## src/rtl/mem_stage.sv

```systemverilog
// ---------------------------------------------------------------------------
// mem_stage: MIPS memory-access stage driving an SRAM-like addr_ok/data_ok bus.
// Optional MEM_ADDR_EXC_EN: misaligned accesses raise mem_adel/mem_ades. Rev 1.0
// ---------------------------------------------------------------------------
`default_nettype none

module mem_stage #(
  parameter int ADDR_W = 32,
  parameter int DATA_W = 32
) (
  input  logic              clk,
  input  logic              rst,
  input  logic [4:0]        ex_wd,
  input  logic              ex_reg,
  input  logic [31:0]       ex_wdata,
  input  logic [3:0]        ex_memop,
  input  logic [31:0]       ex_maddr,
  input  logic [DATA_W-1:0] ex_sdata,
  input  logic              flush,
  output logic              stallreq,
  output logic [4:0]        mem_wd,
  output logic              mem_reg,
  output logic [31:0]       mem_wdata,
`ifdef MEM_ADDR_EXC_EN
  output logic              mem_adel,
  output logic              mem_ades,
`endif
  output logic              data_req,
  output logic              data_wr,
  output logic [1:0]        data_size,
  output logic [ADDR_W-1:0] data_addr,
  output logic [DATA_W-1:0] data_wdata,
  input  logic              data_addr_ok,
  input  logic              data_data_ok,
  input  logic [DATA_W-1:0] data_rdata
);

  localparam logic [3:0] OP_LB  = 4'd1;
  localparam logic [3:0] OP_LBU = 4'd2;
  localparam logic [3:0] OP_LH  = 4'd3;
  localparam logic [3:0] OP_LHU = 4'd4;
  localparam logic [3:0] OP_LW  = 4'd5;
  localparam logic [3:0] OP_SB  = 4'd6;
  localparam logic [3:0] OP_SH  = 4'd7;
  localparam logic [3:0] OP_SW  = 4'd8;

  localparam logic [1:0] SZ_BYTE = 2'd0;
  localparam logic [1:0] SZ_HALF = 2'd1;
  localparam logic [1:0] SZ_WORD = 2'd2;

  typedef enum logic [1:0] {IDLE, ADDR, DATA, DRAIN} state_t;

  state_t      state;
  state_t      next_state;
  logic        is_load;
  logic        is_store;
  logic [1:0]  op_size;
  logic        misalign;
  logic [31:0] bus_addr;
  logic [31:0] store_data;
  logic [31:0] load_data;
  logic [7:0]  lane_b;
  logic [15:0] lane_h;
  logic        req;
`ifdef MEM_ADDR_EXC_EN
  logic        exc_load;
  logic        exc_store;
`endif

  always_comb begin
    is_load  = 1'b0;
    is_store = 1'b0;
    op_size  = SZ_BYTE;
    case (ex_memop)
      OP_LB, OP_LBU: begin is_load  = 1'b1; op_size = SZ_BYTE; end
      OP_LH, OP_LHU: begin is_load  = 1'b1; op_size = SZ_HALF; end
      OP_LW:         begin is_load  = 1'b1; op_size = SZ_WORD; end
      OP_SB:         begin is_store = 1'b1; op_size = SZ_BYTE; end
      OP_SH:         begin is_store = 1'b1; op_size = SZ_HALF; end
      OP_SW:         begin is_store = 1'b1; op_size = SZ_WORD; end
      default:       ;
    endcase
  end

`ifdef MEM_ADDR_EXC_EN
  assign misalign = ((op_size == SZ_HALF) && ex_maddr[0]) ||
                    ((op_size == SZ_WORD) && (ex_maddr[1:0] != 2'b00));
  assign bus_addr = ex_maddr;
`else
  // Without the exception path, misaligned accesses are silently aligned.
  assign misalign = 1'b0;
  always_comb begin
    bus_addr = ex_maddr;
    if (op_size == SZ_HALF)
      bus_addr[0] = 1'b0;
    else if (op_size == SZ_WORD)
      bus_addr[1:0] = 2'b00;
  end
`endif

  always_comb begin
    case (op_size)
      SZ_BYTE: store_data = {4{ex_sdata[7:0]}};
      SZ_HALF: store_data = {2{ex_sdata[15:0]}};
      default: store_data = ex_sdata;
    endcase
  end

  // Little-endian lane selection; ex_* is held stable by stallreq while in DATA.
  always_comb begin
    case (ex_maddr[1:0])
      2'd0:    lane_b = data_rdata[7:0];
      2'd1:    lane_b = data_rdata[15:8];
      2'd2:    lane_b = data_rdata[23:16];
      default: lane_b = data_rdata[31:24];
    endcase
    lane_h = ex_maddr[1] ? data_rdata[31:16] : data_rdata[15:0];
    case (ex_memop)
      OP_LB:   load_data = {{24{lane_b[7]}}, lane_b};
      OP_LBU:  load_data = {24'd0, lane_b};
      OP_LH:   load_data = {{16{lane_h[15]}}, lane_h};
      OP_LHU:  load_data = {16'd0, lane_h};
      default: load_data = data_rdata;
    endcase
  end

  always_comb begin
    next_state = state;
    stallreq   = 1'b0;
    mem_reg    = 1'b0;
    mem_wd     = ex_wd;
    mem_wdata  = ex_wdata;
    req        = 1'b0;
`ifdef MEM_ADDR_EXC_EN
    exc_load   = 1'b0;
    exc_store  = 1'b0;
`endif
    case (state)
      IDLE: begin
        if (is_load || is_store) begin
          if (flush) begin
            next_state = IDLE;
          end else if (misalign) begin
`ifdef MEM_ADDR_EXC_EN
            exc_load  = is_load;
            exc_store = is_store;
`endif
            next_state = IDLE;
          end else begin
            req        = 1'b1;
            stallreq   = 1'b1;
            next_state = data_addr_ok ? DATA : ADDR;
          end
        end else begin
          mem_reg = ex_reg & ~flush;
        end
      end
      ADDR: begin
        req      = 1'b1;
        stallreq = 1'b1;
        // Once accepted, a flushed request must still be drained.
        if (data_addr_ok)
          next_state = flush ? DRAIN : DATA;
        else if (flush)
          next_state = IDLE;
      end
      DATA: begin
        stallreq = 1'b1;
        if (data_data_ok) begin
          stallreq   = 1'b0;
          next_state = IDLE;
          if (is_load && !flush) begin
            mem_reg   = ex_reg;
            mem_wdata = load_data;
          end
        end else if (flush) begin
          next_state = DRAIN;
        end
      end
      DRAIN: begin
        if (data_data_ok)
          next_state = IDLE;
      end
      default: next_state = IDLE;
    endcase

    if (!rst) begin
      next_state = IDLE;
      stallreq   = 1'b0;
      mem_reg    = 1'b0;
      mem_wd     = 5'd0;
      mem_wdata  = 32'd0;
      req        = 1'b0;
`ifdef MEM_ADDR_EXC_EN
      exc_load   = 1'b0;
      exc_store  = 1'b0;
`endif
    end
  end

  assign data_req   = req;
  assign data_wr    = req & is_store;
  assign data_size  = req ? op_size : 2'd0;
  assign data_addr  = req ? bus_addr[ADDR_W-1:0] : '0;
  assign data_wdata = (req && is_store) ? store_data : '0;
`ifdef MEM_ADDR_EXC_EN
  assign mem_adel   = exc_load;
  assign mem_ades   = exc_store;
`endif

  always_ff @(posedge clk) begin
    if (!rst)
      state <= IDLE;
    else
      state <= next_state;
  end

endmodule

`default_nettype wire

```

## config.mk

```make
export PLATFORM = sky130hd
export DESIGN_NAME = mem_stage
export DESIGN_NICKNAME = d
export VERILOG_FILES = /design/src/rtl/mem_stage.sv
export SDC_FILE = /design/constraint.sdc
export NUM_CORES = 1
export LEC_CHECK = 0
export BUFFER_PORTS_ARGS = -buffer_cell sky130_fd_sc_hd__buf_2
export CORE_AREA = 8 8 92 94
export CTS_CLUSTER_SIZE = 40
export DETAILED_ROUTE_END_ITERATION = 16
export DIE_AREA = 0 0 100 102
export PLACE_DENSITY = 0.75
export SETUP_SLACK_MARGIN = 0.02
export SYNTH_ARGS = -nofsm -noshare
export SYNTH_HDL_FRONTEND = slang
export SYNTH_SLANG_ARGS = --single-unit
```

## constraint.sdc

```tcl
create_clock -name clk -period 6.1 [get_ports clk]
set_input_delay 1.22 -clock clk [delete_from_list [all_inputs] [get_ports clk]]
set_output_delay 1.22 -clock clk [all_outputs]
set_load 0.005 [all_outputs]
```

# Yosys cells after proc, flatten, opt, wreduce, memory -nomap -nowiden

Cells that the tools add are included.
Widths: inputs -> output; s select.

Register bits: 2
Input port bits: 143
Output and inout bits: 107
Logic and storage cells: 75

Eq/ne operators: 19
Multiplexer cells: 40
Bitwise gates (word level): 3
Reduce and logical (&&, ||, !) cells: 12

Operator list:

| cell               | count |
|---|---|
| $mux 32            | 6 |
| $pmux 32 s4        | 1 |
| $pmux 32 s2        | 1 |
| $pmux 8 s3         | 1 |
| $mux 2             | 10 |
| $eq 4x3->1 const B | 4 |
| $mux 16            | 1 |
| $mux 1             | 14 |
| $eq 2x2->1 const B | 4 |
| $eq 4x2->1 const B | 2 |
| $pmux 2 s4         | 1 |
| $eq 2x1->1 const B | 3 |
| $logic_not 2->1    | 3 |
| $ne 3x3->1 const B | 2 |
| $reduce_or 3->1    | 2 |
| $mux 5             | 1 |
| $reduce_or 5->1    | 1 |
| $eq 4x1->1 const B | 1 |
| $eq 4x4->1 const B | 1 |
| $ne 2x2->1 const B | 2 |
| $pmux 1 s2         | 2 |
| $pmux 2 s2         | 1 |
| $reduce_and 4->1   | 1 |
| $pmux 1 s3         | 1 |
| other kinds (6)    | 8 |

# Logic depth before layout (Yosys ltp)

Word-level depth: 9
Depth in mapped cells: 8
Depth with buffers taken out: 4

# Least setup slack after synthesis

Ideal clock, no wire load.

Kind: input to output
Start point: in ex_memop[0]
End point: out mem_wdata[6]
Arrival: 2.633 ns
Path slack: 2.247 ns
Cell stages on the path: 8
Path buffers: 4
Cells stage by stage: clkbuf_2 > or3_1 > clkbuf_1 > and4_1 > buf_2 > buf_4 > o221a_2 > a22o_1

Longest elaborated chain between the ends: 8

RTL lines:

| what                               | RTL line | text |
|---|---|---|
| start: declaration                 | 16       | `input logic [3:0] ex_memop,` |
| $eq 4x3->1 (tied with other cells) | 74, 118  |  |
| $reduce_or 5->1 (no line)          | -        |  |
| $mux 1                             | 74       | `case (ex_memop)` |
| $logic_and 1x1->1                  | 172      | `if (is_load && !flush) begin` |
| $mux 32 *                          | 172      |  |
| $mux 32 *                          | 169      | `if (data_data_ok) begin` |
| $mux 32 *                          | 138      | `case (state)` |
| $mux 32 *                          | 187      | `if (!rst) begin` |
| end: declaration                   | 23       | `output logic [31:0] mem_wdata,` |

Mark *: on every way between the ends. The rest lies on a longest branch, timed or not.

# Final worst setup path

Start point: in ex_memop[2]
End point: out data_wdata[15]

Longest elaborated chain between the ends: 9

RTL lines:

| what                                                         | RTL line | text |
|---|---|---|
| $eq 4x3->1 (tied with other cells)                           | 74       |  |
| $reduce_or 5->1 (no line) or $reduce_or 3->1 (tied branches) | -        |  |
| $mux 1                                                       | 74       |  |
| $logic_or 1x1->1                                             | 140      | `if (is_load \|\| is_store) begin` |
| $mux 1                                                       | 140      |  |
| $pmux 1 s2                                                   | 138      |  |
| $mux 1                                                       | 187      |  |
| $logic_and 1x1->1                                            | 205      | `assign data_wdata = (req && is_store) ? store_data : '0;` |
| $mux 32 *                                                    | 205      |  |
| end: declaration                                             | 32       | `output logic [DATA_W-1:0] data_wdata,` |

Marked as above.

==> impl_results.md <==
- Register with the most flip-flops: state
- Crit. Startpoint: ex_memop[2]
- DRC viols: 0
- Antenna violations before repair: 0
- GRT Util Overall: 22.4%
- Starting Density: approximately a third
- Worst R2R Start: state[1]
- CTS clk-pin slew, worst paths: around 0.030 ns
- ANT nets after route: 0
- Largest regs: state (2)
- Hold Startpoint: state[1]
- Post-DP HPWL: ~10000 um
- Seq cells post-synth: 2
- Post-route minimum period: 4.67 ns
- PD cells: between 80 and 90 mW/mm^2
- Relative slew slack: between 20% and 30%
- Synth Warn #: 0
- Synthesized net count: between 500 and 600
- Via count: ~3700
- WL/cell: around 18 um
- IO Pins: 250
- CP bufs+invs: 2
- RSZ-0062 raised after global routing: false
- Max reg flops: 2
- Clk sinks: 2
- Post-cts gate resize count: 0
- DRT iter0 DRCs: 223
- Number of global-route vias before repair: between 3000 and 4000
- Global route overflow: 0
- Die Span X: about 100 um
- Global-route wire length before repair: between 15000 and 20000 um
- Slowest stage delay, CP: around 0.87 ns
- Mean area per synthesized cell: 6.24 um^2
- Slew Viols, Final: 0
- Utilization after layout: roughly 50%
- Post-synthesis async set-or-reset flop share: 0%
- Worst skew pair latency: around 0.22 ns
- Netlist cell types: 56
- Critical Path AT: 3.45 ns
- Most common flop cell mapped by yosys: dfxtp_1
- Worst Skew: around 0.003 ns
- Root Driver: clkbuf_8
- CP max FO: 20
- Required time of the worst setup path: around 4.9 ns
- Num CTS Buffers: 3
- Post-Syn Instances: about 370
- H-Tree Depth: 1
- Die Ht: around 100 um
- Antenna cells: 0
- TritonRoute pass-1 iters: 7
- Final TNS setup: 0 ns
- Max rail drop VDD: ~35 uV
- WL final: around 12000 um
- Synthesized cell area: around 0.0023 mm^2
- Max frequency: around 0.21 GHz
- Worst-path cell chain: buf_2 > or3b_2 > a21oi_1 > o21ai_0 > a21oi_1 > buf_2
- Port bufs: roughly 250
- Post-route total power: roughly 0.00028 W
- # nets final: 728
- Worst Setup Path Type: in2out
- Num rows: 31
- Post-synth EDFFs: 0
- P_leak: around 2 nW
- Cts hold-fix bufs: 0
- CP Capture Type: primary output
- Vias per Instance: ~5.5
- Core Area: slightly above 0.007 mm^2
- Placer Congestion: 0.940
- DP Area: between 0.003 and 0.004 mm^2
- Final instance area: 0.00353 mm^2
- Setup-failing EPs final: 0
- Worst path slowest cell: a21oi_1
- Largest net degree at the start of global routing: 44
- Post-synthesis sequential area ratio: around 1.8%
- CTS tree: done
- CTS max path bufs: 2
- Max_cap viols: 0
- Post-CTS Setup Bufs: 0
- Slew of the pin with the lowest slew margin: 1.13 ns
- Top Family by Delay on Critical Path: compound AO/OA/AOI/OAI gates
- Final Hold Viols: 0
- DIE AREA: about 0.010 mm^2
- P&R area growth vs syn: 55.1%
- Layout cells sized above 1: between 40% and 50%
- Crit start category: input pin
- Tcrit/Tclk final: 76.5%
- Status: finished clean
- Hold WC Path Type: reg2reg
==> power breakdown <==
part	leakage [nW]	switching, W	internal, W
Combinational	1.90	0.000116	0.0000969
Sequential	0.0164	0.00000167	0.0000141
Clock	0.0216	0.0000139	0.0000421
==> metal layers <==
| layer | vias to the layer above | GRT usage [%] | part of all wire [%] |
|---|---|---|---|
| li1 | 1798 | - | - |
| met1 | 1667 | 24.1 | 36 |
| met2 | 249 | 40.9 | 50 |
| met3 | 26 | 6.74 | 11 |
| met4 | 0 | 7.56 | 2.8 |
| met5 | - | 0 | 0 |
==> layout make-up <==
cell class,count,area (um^2)
Clock buffer,3,41.3
Fill cell,772,3530
Inverter,15,56.3
Multi-Input combinational cell,311,2000
Sequential cell,2,40.0
Tap cell,99,124
Timing Repair Buffer,252,1270
==> cells in the mapped netlist, types with 2 or more instances <==
library cell / count / area share, %
and3_1: 10 / 2.7
and2_1: 38 / 10
nor4_1: 3 / 0.82
clkbuf_1: 15 / 2.5
nand2b_1: 2 / 0.55
a31oi_1: 8 / 2.2
o22ai_1: 8 / 2.2
o221a_2: 7 / 3.5
nand3b_1: 3 / 0.99
mux2i_1: 4 / 1.8
o21ai_0: 52 / 11
dfxtp_1: 2 / 1.8
nand3_1: 10 / 2.2
mux4_2: 8 / 7.9
and4_1: 2 / 0.77
buf_2: 14 / 3.1
buf_1: 3 / 0.49
a21oi_1: 25 / 5.5
buf_4: 2 / 0.66
nand2_1: 50 / 8.2
a22o_1: 7 / 2.7
inv_1: 15 / 2.5
nor2_1: 9 / 1.5
buf_6: 2 / 0.99
nor3_1: 13 / 2.9
o31ai_1: 17 / 5.6
nor3_2: 2 / 0.88
a311oi_1: 2 / 0.77
a21o_1: 2 / 0.66
nor2b_1: 4 / 1.1
==> placed cells by master (no fill, tap or decap), types with 4 or more instances in the layout <==
cell,netlist,routed
a31oi_1,8,8
buf_2,14,249
and3_1,10,10
o21ai_0,52,52
o31ai_1,17,17
nor2b_1,4,4
nand2_1,50,50
inv_1,15,15
mux4_2,8,8
nor3_1,13,13
and2_1,38,38
nor2_1,9,9
a22o_1,7,7
a21oi_1,25,25
mux2i_1,4,4
o221a_2,7,7
nand3_1,10,10
o22ai_1,8,8
==> cell families (layout without fill, tap and decap cells) <==
| kind of cell | after synthesis | in the layout | share of synthesized area (%) |
|---|---|---|---|
| AO/OA/AOI/OAI | 142 | 142 | 40.8 |
| XOR/XNOR | 2 | 2 | 0.770 |
| buffers and inverters | 52 | 270 | 10.4 |
| flip-flops | 2 | 2 | 1.76 |
| multiplexers | 12 | 12 | 9.68 |
| AND/OR/NAND/NOR | 155 | 155 | 36.6 |
==> path summary, 6_finish.rpt <==
path	cells past startpoint	slack, ns	end
max	6	1.43	data_wdata[15]
min	1	0.59	state[0]
max reg2reg	4	5.06	state[0]
min reg2reg	1	0.59	state[0]
==> metrics by stage <==
step / hold slack, ns / std cells / worst slack, ns
after floorplan: 0.520 / 365 / 2.25
after global routing: 0.615 / 682 / 1.27
after global placement: 0.571 / 679 / 1.65
after detailed placement: 0.580 / 679 / 1.51
after CTS: 0.591 / 682 / 1.51
final: 0.591 / 682 / 1.43
No activity file was read; power rests on OpenSTA's default activity.
